### config.mk
export PLATFORM = sky130hd
export DESIGN_NAME = demo_state_ctrl_flat
export DESIGN_NICKNAME = d
export VERILOG_FILES = /design/src/rtl/demo_state_ctrl_if.sv /design/src/rtl/demo_state_ctrl.sv /design/src/flat_wrapper.sv
export SDC_FILE = /design/constraint.sdc
export NUM_CORES = 1
export LEC_CHECK = 0
export ABC_CLOCK_PERIOD_IN_PS = 2800
export CORE_MARGIN = 8
export CORE_UTILIZATION = 53
export CTS_CLUSTER_DIAMETER = 100
export DETAILED_ROUTE_END_ITERATION = 12
export PLACE_DENSITY_LB_ADDON = 0.08
export SYNTH_ARGS = -nofsm -noshare
export SYNTH_HDL_FRONTEND = slang
export SYNTH_SLANG_ARGS = --single-unit
### constraint.sdc
create_clock -name clk -period 2.8 [get_ports clk]
set_input_delay 0.28 -clock clk [delete_from_list [all_inputs] [get_ports clk]]
set_output_delay 0.28 -clock clk [all_outputs]
set_load 0.02 [all_outputs]
### src/rtl/demo_state_ctrl_if.sv
// Button/tick inputs and sprite pose/position outputs of the
// per-player animation and motion controller.
interface demo_state_ctrl_if;
    logic       frame_tick;
    logic       btn_left;
    logic       btn_right;
    logic       btn_attack;
    logic [3:0] currentstate;
    logic [9:0] posx;
    logic [9:0] posy;
    logic       attack_active;

    modport master (
        output frame_tick, btn_left, btn_right, btn_attack,
        input  currentstate, posx, posy, attack_active
    );

    modport slave (
        input  frame_tick, btn_left, btn_right, btn_attack,
        output currentstate, posx, posy, attack_active
    );
endinterface

### src/rtl/demo_state_ctrl.sv
// Per-player animation state and sprite origin, updated only on
// frame ticks so pose and position never change mid-frame.
module demo_state_ctrl #(
    parameter int START_X          = 100,
    parameter int START_Y          = 200,
    parameter int X_MIN            = 0,
    parameter int X_MAX            = 490,
    parameter int FWD_STEP         = 4,
    parameter int BWD_STEP         = 3,
    parameter int ATK_START_FRAMES = 6,
    parameter int ATK_END_FRAMES   = 8,
    parameter int ATK_PULL_FRAMES  = 6
) (
    input  logic             clk,
    input  logic             rst,
    demo_state_ctrl_if.slave bus
);

    typedef enum logic [3:0] {
        IDLE      = 4'd0,
        FORWARD   = 4'd1,
        BACKWARD  = 4'd2,
        ATK_START = 4'd3,
        ATK_END   = 4'd4,
        ATK_PULL  = 4'd5
    } state_t;

    state_t      state_q;
    state_t      state_n;
    logic [5:0]  cnt_q;
    logic [5:0]  cnt_n;
    logic        armed_q;
    logic        armed_n;
    logic        active_q;
    logic [9:0]  posx_q;
    logic [9:0]  posx_n;
    logic [10:0] fwd_sum;

    always_ff @(posedge clk or negedge rst) begin
        if (!rst) begin
            state_q  <= IDLE;
            cnt_q    <= '0;
            armed_q  <= 1'b1;
            active_q <= 1'b0;
            posx_q   <= 10'(START_X);
        end else if (bus.frame_tick) begin
            state_q  <= state_n;
            cnt_q    <= cnt_n;
            armed_q  <= armed_n;
            // registered with the state so hit frames line up exactly
            active_q <= (state_n == ATK_END);
            posx_q   <= posx_n;
        end
    end

    always_comb begin
        state_n = state_q;
        cnt_n   = cnt_q + 6'd1;
        armed_n = armed_q | ~bus.btn_attack;
        case (state_q)
            IDLE, FORWARD, BACKWARD: begin
                cnt_n = '0;
                if (bus.btn_attack && armed_q) begin
                    state_n = ATK_START;
                    armed_n = 1'b0;
                end else if (bus.btn_right && !bus.btn_left) begin
                    state_n = FORWARD;
                end else if (bus.btn_left && !bus.btn_right) begin
                    state_n = BACKWARD;
                end else begin
                    state_n = IDLE;
                end
            end
            ATK_START: begin
                if (cnt_q == 6'(ATK_START_FRAMES - 1)) begin
                    state_n = ATK_END;
                    cnt_n   = '0;
                end
            end
            ATK_END: begin
                if (cnt_q == 6'(ATK_END_FRAMES - 1)) begin
                    state_n = ATK_PULL;
                    cnt_n   = '0;
                end
            end
            ATK_PULL: begin
                if (cnt_q == 6'(ATK_PULL_FRAMES - 1)) begin
                    state_n = IDLE;
                    cnt_n   = '0;
                end
            end
            default: begin
                state_n = IDLE;
                cnt_n   = '0;
            end
        endcase
    end

    // 11-bit arithmetic keeps the clamps free of 10-bit wrap
    always_comb begin
        fwd_sum = {1'b0, posx_q} + 11'(FWD_STEP);
        posx_n  = posx_q;
        case (state_q)
            FORWARD: begin
                if (fwd_sum > 11'(X_MAX)) begin
                    posx_n = 10'(X_MAX);
                end else begin
                    posx_n = fwd_sum[9:0];
                end
            end
            BACKWARD: begin
                if ({1'b0, posx_q} < 11'(X_MIN + BWD_STEP)) begin
                    posx_n = 10'(X_MIN);
                end else begin
                    posx_n = posx_q - 10'(BWD_STEP);
                end
            end
            default: begin
                posx_n = posx_q;
            end
        endcase
    end

    assign bus.currentstate  = state_q;
    assign bus.posx          = posx_q;
    assign bus.posy          = 10'(START_Y);
    assign bus.attack_active = active_q;

endmodule

### src/flat_wrapper.sv
// flat-port wrapper written by rule: the top's interface ports become plain ports
module demo_state_ctrl_flat 
#(
    parameter int START_X          = 100,
    parameter int START_Y          = 200,
    parameter int X_MIN            = 0,
    parameter int X_MAX            = 490,
    parameter int FWD_STEP         = 4,
    parameter int BWD_STEP         = 3,
    parameter int ATK_START_FRAMES = 6,
    parameter int ATK_END_FRAMES   = 8,
    parameter int ATK_PULL_FRAMES  = 6
)
  (clk, rst, bus_frame_tick, bus_btn_left, bus_btn_right, bus_btn_attack, bus_currentstate, bus_posx, bus_posy, bus_attack_active);
  demo_state_ctrl_if bus_i ();
  input  logic clk;
  input  logic rst;
  input wire logic [$bits(bus_i.frame_tick)-1:0] bus_frame_tick;
  input wire logic [$bits(bus_i.btn_left)-1:0] bus_btn_left;
  input wire logic [$bits(bus_i.btn_right)-1:0] bus_btn_right;
  input wire logic [$bits(bus_i.btn_attack)-1:0] bus_btn_attack;
  output wire logic [$bits(bus_i.currentstate)-1:0] bus_currentstate;
  output wire logic [$bits(bus_i.posx)-1:0] bus_posx;
  output wire logic [$bits(bus_i.posy)-1:0] bus_posy;
  output wire logic [$bits(bus_i.attack_active)-1:0] bus_attack_active;
  assign bus_i.frame_tick = bus_frame_tick;
  assign bus_i.btn_left = bus_btn_left;
  assign bus_i.btn_right = bus_btn_right;
  assign bus_i.btn_attack = bus_btn_attack;
  assign bus_currentstate = bus_i.currentstate;
  assign bus_posx = bus_i.posx;
  assign bus_posy = bus_i.posy;
  assign bus_attack_active = bus_i.attack_active;
  demo_state_ctrl #(.START_X(START_X), .START_Y(START_Y), .X_MIN(X_MIN), .X_MAX(X_MAX), .FWD_STEP(FWD_STEP), .BWD_STEP(BWD_STEP), .ATK_START_FRAMES(ATK_START_FRAMES), .ATK_END_FRAMES(ATK_END_FRAMES), .ATK_PULL_FRAMES(ATK_PULL_FRAMES)) u_core (.clk(clk), .rst(rst), .bus(bus_i));
endmodule
# Yosys cells after proc, flatten, opt, wreduce, memory -nomap -nowiden
# Index checks and enable logic that the tools add are counted.
# word_totals
regBits	22
latch_bits	0
ram_bits	0
rom_bits	0
input_bits	6
output_inout_bits	25
word_cells	45
n_memories	0
# classes
n_addsub	3
mul	0
div_mod_pow	0
order_cmp	2
n_eq_ne	8
shifts	0
muxes	15
bitwise_logic	2
reduce_logical	10
# op_table
operator	n
10-bit 2-to-1 mux	2
4-bit 2-to-1 mux	5
10-bit case mux with 2 select lines	1
4-bit case mux with 4 select lines	1
4-bit by 3-bit == test with 1-bit output (second input constant)	3
6-bit by 3-bit == test with 1-bit output (second input constant)	2
6-bit 2-to-1 mux	2
6-bit case mux with 2 select lines	1
10-bit by 3-bit adder with 11-bit output (second input constant)	1
11-bit by 9-bit > comparator with 1-bit output (second input constant)	1
10-bit by 2-bit less-than comparator with 1-bit output (second input constant)	1
10-bit by 2-bit subtractor with 10-bit output (second input constant)	1
4-bit by 2-bit == test with 1-bit output (second input constant)	2
6-bit by 1-bit adder with 6-bit output (second input constant)	1
4-bit by 1-bit == test with 1-bit output (second input constant)	1
4-bit logical NOT	1
1-bit logical AND	3
3-bit OR reduction	1
1-bit logical NOT	2
1-bit 2-to-1 mux	2
2-bit 2-to-1 mux	1
2-bit AND reduction	1
2-bit nonzero test	1
2-bit OR reduction	1
2 further kinds	2

# Depth between registers and ports, before layout
# Gate-level depths: netlist of the first run.
# depth
depth_word	7
ltp_mapped	9
mapped_depth_nobuf	7

# Least setup slack after synthesis of the first run
# Ideal clock, no wire load.
# synth_timing
path_kind	flip-flop to flip-flop
from	register u_core.posx_q[2] (netlist: u_core.bus.posx[2])
to	register u_core.posx_q[7] (netlist: u_core.bus.posx[7])
setup_time_ns	0.121
arrival_ns	2.075
required_ns	2.679
path_slack_ns	0.604
path_stages_with_launch	9
path_buffers	2
synth_period_minus_slack_ns	2.196
cell_sequence	dfstp_2 buf_2 inv_1 ha_1 a21oi_1 a2111oi_2 or3_1 buf_6 o221a_4
# synth_between
elab_chain_len	4
elab_cells_between_ends	7
cone_classes	add/sub (2); order compare (2); mux (3)
# synth_rtl
item	line	source
start: declaration	demo_state_ctrl.sv:35	logic [9:0] posx_q;
start signal: assignment	demo_state_ctrl.sv:45	posx_q <= 10'(START_X);
start signal: assignment	demo_state_ctrl.sv:52	posx_q <= posx_n;
10-bit by 3-bit adder with 11-bit output	demo_state_ctrl.sv:101	fwd_sum = {1'b0, posx_q} + 11'(FWD_STEP);
11-bit by 9-bit > comparator with 1-bit output	demo_state_ctrl.sv:105	if (fwd_sum > 11'(X_MAX)) begin
10-bit 2-to-1 mux	demo_state_ctrl.sv:105	
10-bit case mux with 2 select lines (*)	demo_state_ctrl.sv:103	case (state_q)
# Every way passes the cells marked *; elsewhere a longest branch is shown, timed or not.
# A chain may end at the register's enable or synchronous reset.

# Worst setup path in the final report of the first run
# layout_timing
from	register u_core.posx_q[2] (netlist: u_core.bus.posx[2])
to	register u_core.posx_q[5] (netlist: u_core.bus.posx[5])
# The elaborated chain is that of the path after synthesis.

==> flow_summary.ini, run 1 <==
[run_status]
outcome = finished clean

[sta]
fin_hold_ws_ps = 310
tightest_slew_ps = 742
grt_setup_unrepaired = no
slew_headroom_pct = 49.3
fin_setup_tns_ps = 0
fin_crit_sh_pct = 85.4
slew_viol_final = 0
setup_viol_count_final = 0
fmax_mhz = 418
fin_skew_ps = 5.36
layout_min_cycle_time_ps = 2390
hold_viol = 0

[setup_path]
startpoint_type = flop
crit_arrival_ps = 2630
r2r_start = u_core.bus.posx[2]
rrSetupSlack_ps = 410
r2r_end = u_core.bus.posx[5]
required_ps = 3040
worst-path-max-fanout = 12
cp-end-kind = flop
rr_worst_depth = 6
cp-startpoint = u_core.bus.posx[2]
crit_type = reg2reg

[pwr]
leakage_nw = 0.838
power_density_nw_per_um2 = 949
peakVddDrop_mv = 0.351

[final_layout]
finalInstanceArea_um2 = 2010
multi_input_area_um2 = 1070
area_delta_synth_final_pct = 8.96
fin_util_pct = 60.2
regArea_um2 = 556
fillerInstances = 324
layout-drive-gt1-share_pct = 10.5
num-nets-final = 242
fin_cells = 274
diodes = 0

[place]
hpwl_um = 3090
place_area_um2 = 1960
portBuffers = 20
place_inst = 270
place.gp.congestion = 0.881

[clock_tree]
clkLatencyLatePin_ps = 310
post_cts_resize_count = 0
cts_tree = built
cts_hold_buffers = 0
clock-sinks = 22
htreeDepth = 1
root_buffer = clkbuf_4
postCtsSetupRepairBufs = 0
clock_path_buffers = 2
cts_buffers = 3
clkTransAtPathRegs_ps = 130

[detailed_routing]
drt_first_pass_iters = 4
first_iter_violations = 122
vias = 1566
wl_per_cell_um = 14.9
drc = 0
viasPerCell = 5.72
routed_wl_um = 4080
ant_nets = 0

[floorplanning]
die-area_um2 = 5620
io_pins = 31
die_y_um = 75.0
die_width_um = 75.0
start_util_pct = 55.3
rows = 21
fp.coreArea_um2 = 3340

[yosys]
async_flop_share_pct = 100
synth_area_um2 = 1840
synthFlopType = dfrtp_1
synth_edf_count = 0
synth-seq-cells = 22
synth_warnings = 0
seq_area_frac_synth_pct = 30.1
yosysUniqueCellTypes = 57
syn_avg_cell_area_um2 = 8.58
syn_inst = 215

[global_route]
grt_pass1_wl_um = 6950
grt-ovfl-total = 0
first_global_vias = 1575
grt_util_all_layers_pct = 15.4
grt_max_degree = 23
antenna_found_initial = 0

[job]
cap_violations = 0

[hold_path]
hold_class = in2async
how the worst max path moves through the flow:
stage	to	slack, ps
after floorplan	u_core.bus.posx[7]	600
after global placement	u_core.bus.posx[7]	530
after detailed placement	u_core.bus.posx[5]	440
after CTS	u_core.bus.posx[5]	420
after global routing	u_core.bus.posx[5]	300
final	u_core.bus.posx[5]	410
per-stage QoR:
| stage | total power [mW] | setup WS (ps) |
|---|---|---|
| 2_1_floorplan | 1.44 | 604 |
| 3_5_place_dp | 1.66 | 440 |
| 6_report | 1.91 | 409 |
| 5_1_grt | 2.05 | 296 |
| 4_1_cts | 1.92 | 421 |
| 3_3_place_gp | 1.64 | 533 |
worst max-delay path, stage by stage, from the launching register on:
cell,delay (ps)
dfstp_2,660
ha_1,300
and3b_2,210
o221ai_1,110
a2111oi_2,460
or3_1,360
a2bb2oi_1,220
synthesized netlist by cell type (3+ instances only):
library cell  count  area [µm²]
nand2_1          19        71.3
dfrtp_1          18         450
o21ai_0          17        85.1
nand3_1          13        65.1
inv_1            11        41.3
a21oi_1          10        50.1
buf_4            10        75.1
nor2_1           10        37.5
ha_1              7        87.6
nor3_1            7        35.0
clkbuf_8          5        68.8
or3_1             5        31.3
a31oi_1           4        25.0
buf_6             4        45.0
dfstp_2           4         105
mux2i_1           4        40.0
nand2b_1          4        25.0
o31ai_1           4        30.0
a21o_1            3        22.5
a2bb2oi_1         3        26.3
and3_1            3        18.8
clkbuf_1          3        11.3
o21a_1            3        22.5
xor2_1            3        26.3
metal layers:
layer | up-vias | GRT usage (%) | wire length, µm
li1 | 786 | - | -
met1 | 738 | 18.2 | 1810
met2 | 38 | 27.9 | 2060
met3 | 4 | 2.40 | 180
met4 | 0 | 4.13 | 26
met5 | - | 0 | 0
registers in the layout, summed over array words and instances, names as in the netlist:
signal and cells:
u_core.bus.posx 10, u_core.bus.currentstate 4, u_core.bus.attack_active 1, u_core.cnt_q 6
u_core.armed_q 1
report_power, final:
part / internal (mW) / switching, mW
Sequential: 0.421 / 0.213
Clock: 0.145 / 0.0986
Combinational: 0.480 / 0.549
Total: 1.05 / 0.860
area by class of cell:
cell class	instances	area share, %
Inverter	12	2.24
Sequential cell	22	27.6
Timing Repair Buffer	24	11.5
Tap cell	46	2.86
Clock buffer	3	1.12
Clock inverter	1	1.49
Multi-Input combinational cell	166	53.2
cells in the final DEF (no fill, tap or decap), types with 5 or more instances in the layout:
cell,synthesis,final
nor3_1,7,7
nand2_1,19,19
nand3_1,13,13
o21ai_0,17,17
clkdlybuf4s50_1,0,20
dfrtp_1,18,18
nor2_1,10,10
conb_1,2,10
ha_1,7,7
inv_1,11,11
a21oi_1,10,10
or3_1,5,5
logic make-up (layout without fill, tap and decap cells):
kind of cell / Yosys count / count (layout) / synth area share [%]
compound gates: 62 / 62 / 23.7
fa+ha+maj: 7 / 7 / 4.75
mux: 4 / 4 / 2.17
xor+xnor: 4 / 4 / 1.90
flops: 22 / 22 / 30.1
buf+inv: 35 / 40 / 13.6
simple gates: 79 / 79 / 23.4
other cells: 2 / 10 / 0.407
No activity file was read; power rests on OpenSTA's default activity.
==> run 2, diff against run 1 <==
--- a/config.mk
+++ b/config.mk
@@ -10,6 +10,7 @@
 export CORE_UTILIZATION = 53
 export CTS_CLUSTER_DIAMETER = 100
 export DETAILED_ROUTE_END_ITERATION = 12
+export GPL_ROUTABILITY_DRIVEN = 0
 export PLACE_DENSITY_LB_ADDON = 0.08
 export SYNTH_ARGS = -nofsm -noshare
 export SYNTH_HDL_FRONTEND = slang
==> results of run 2 <==
No change in the layout: final DEF, timing and power equal those of run 1.
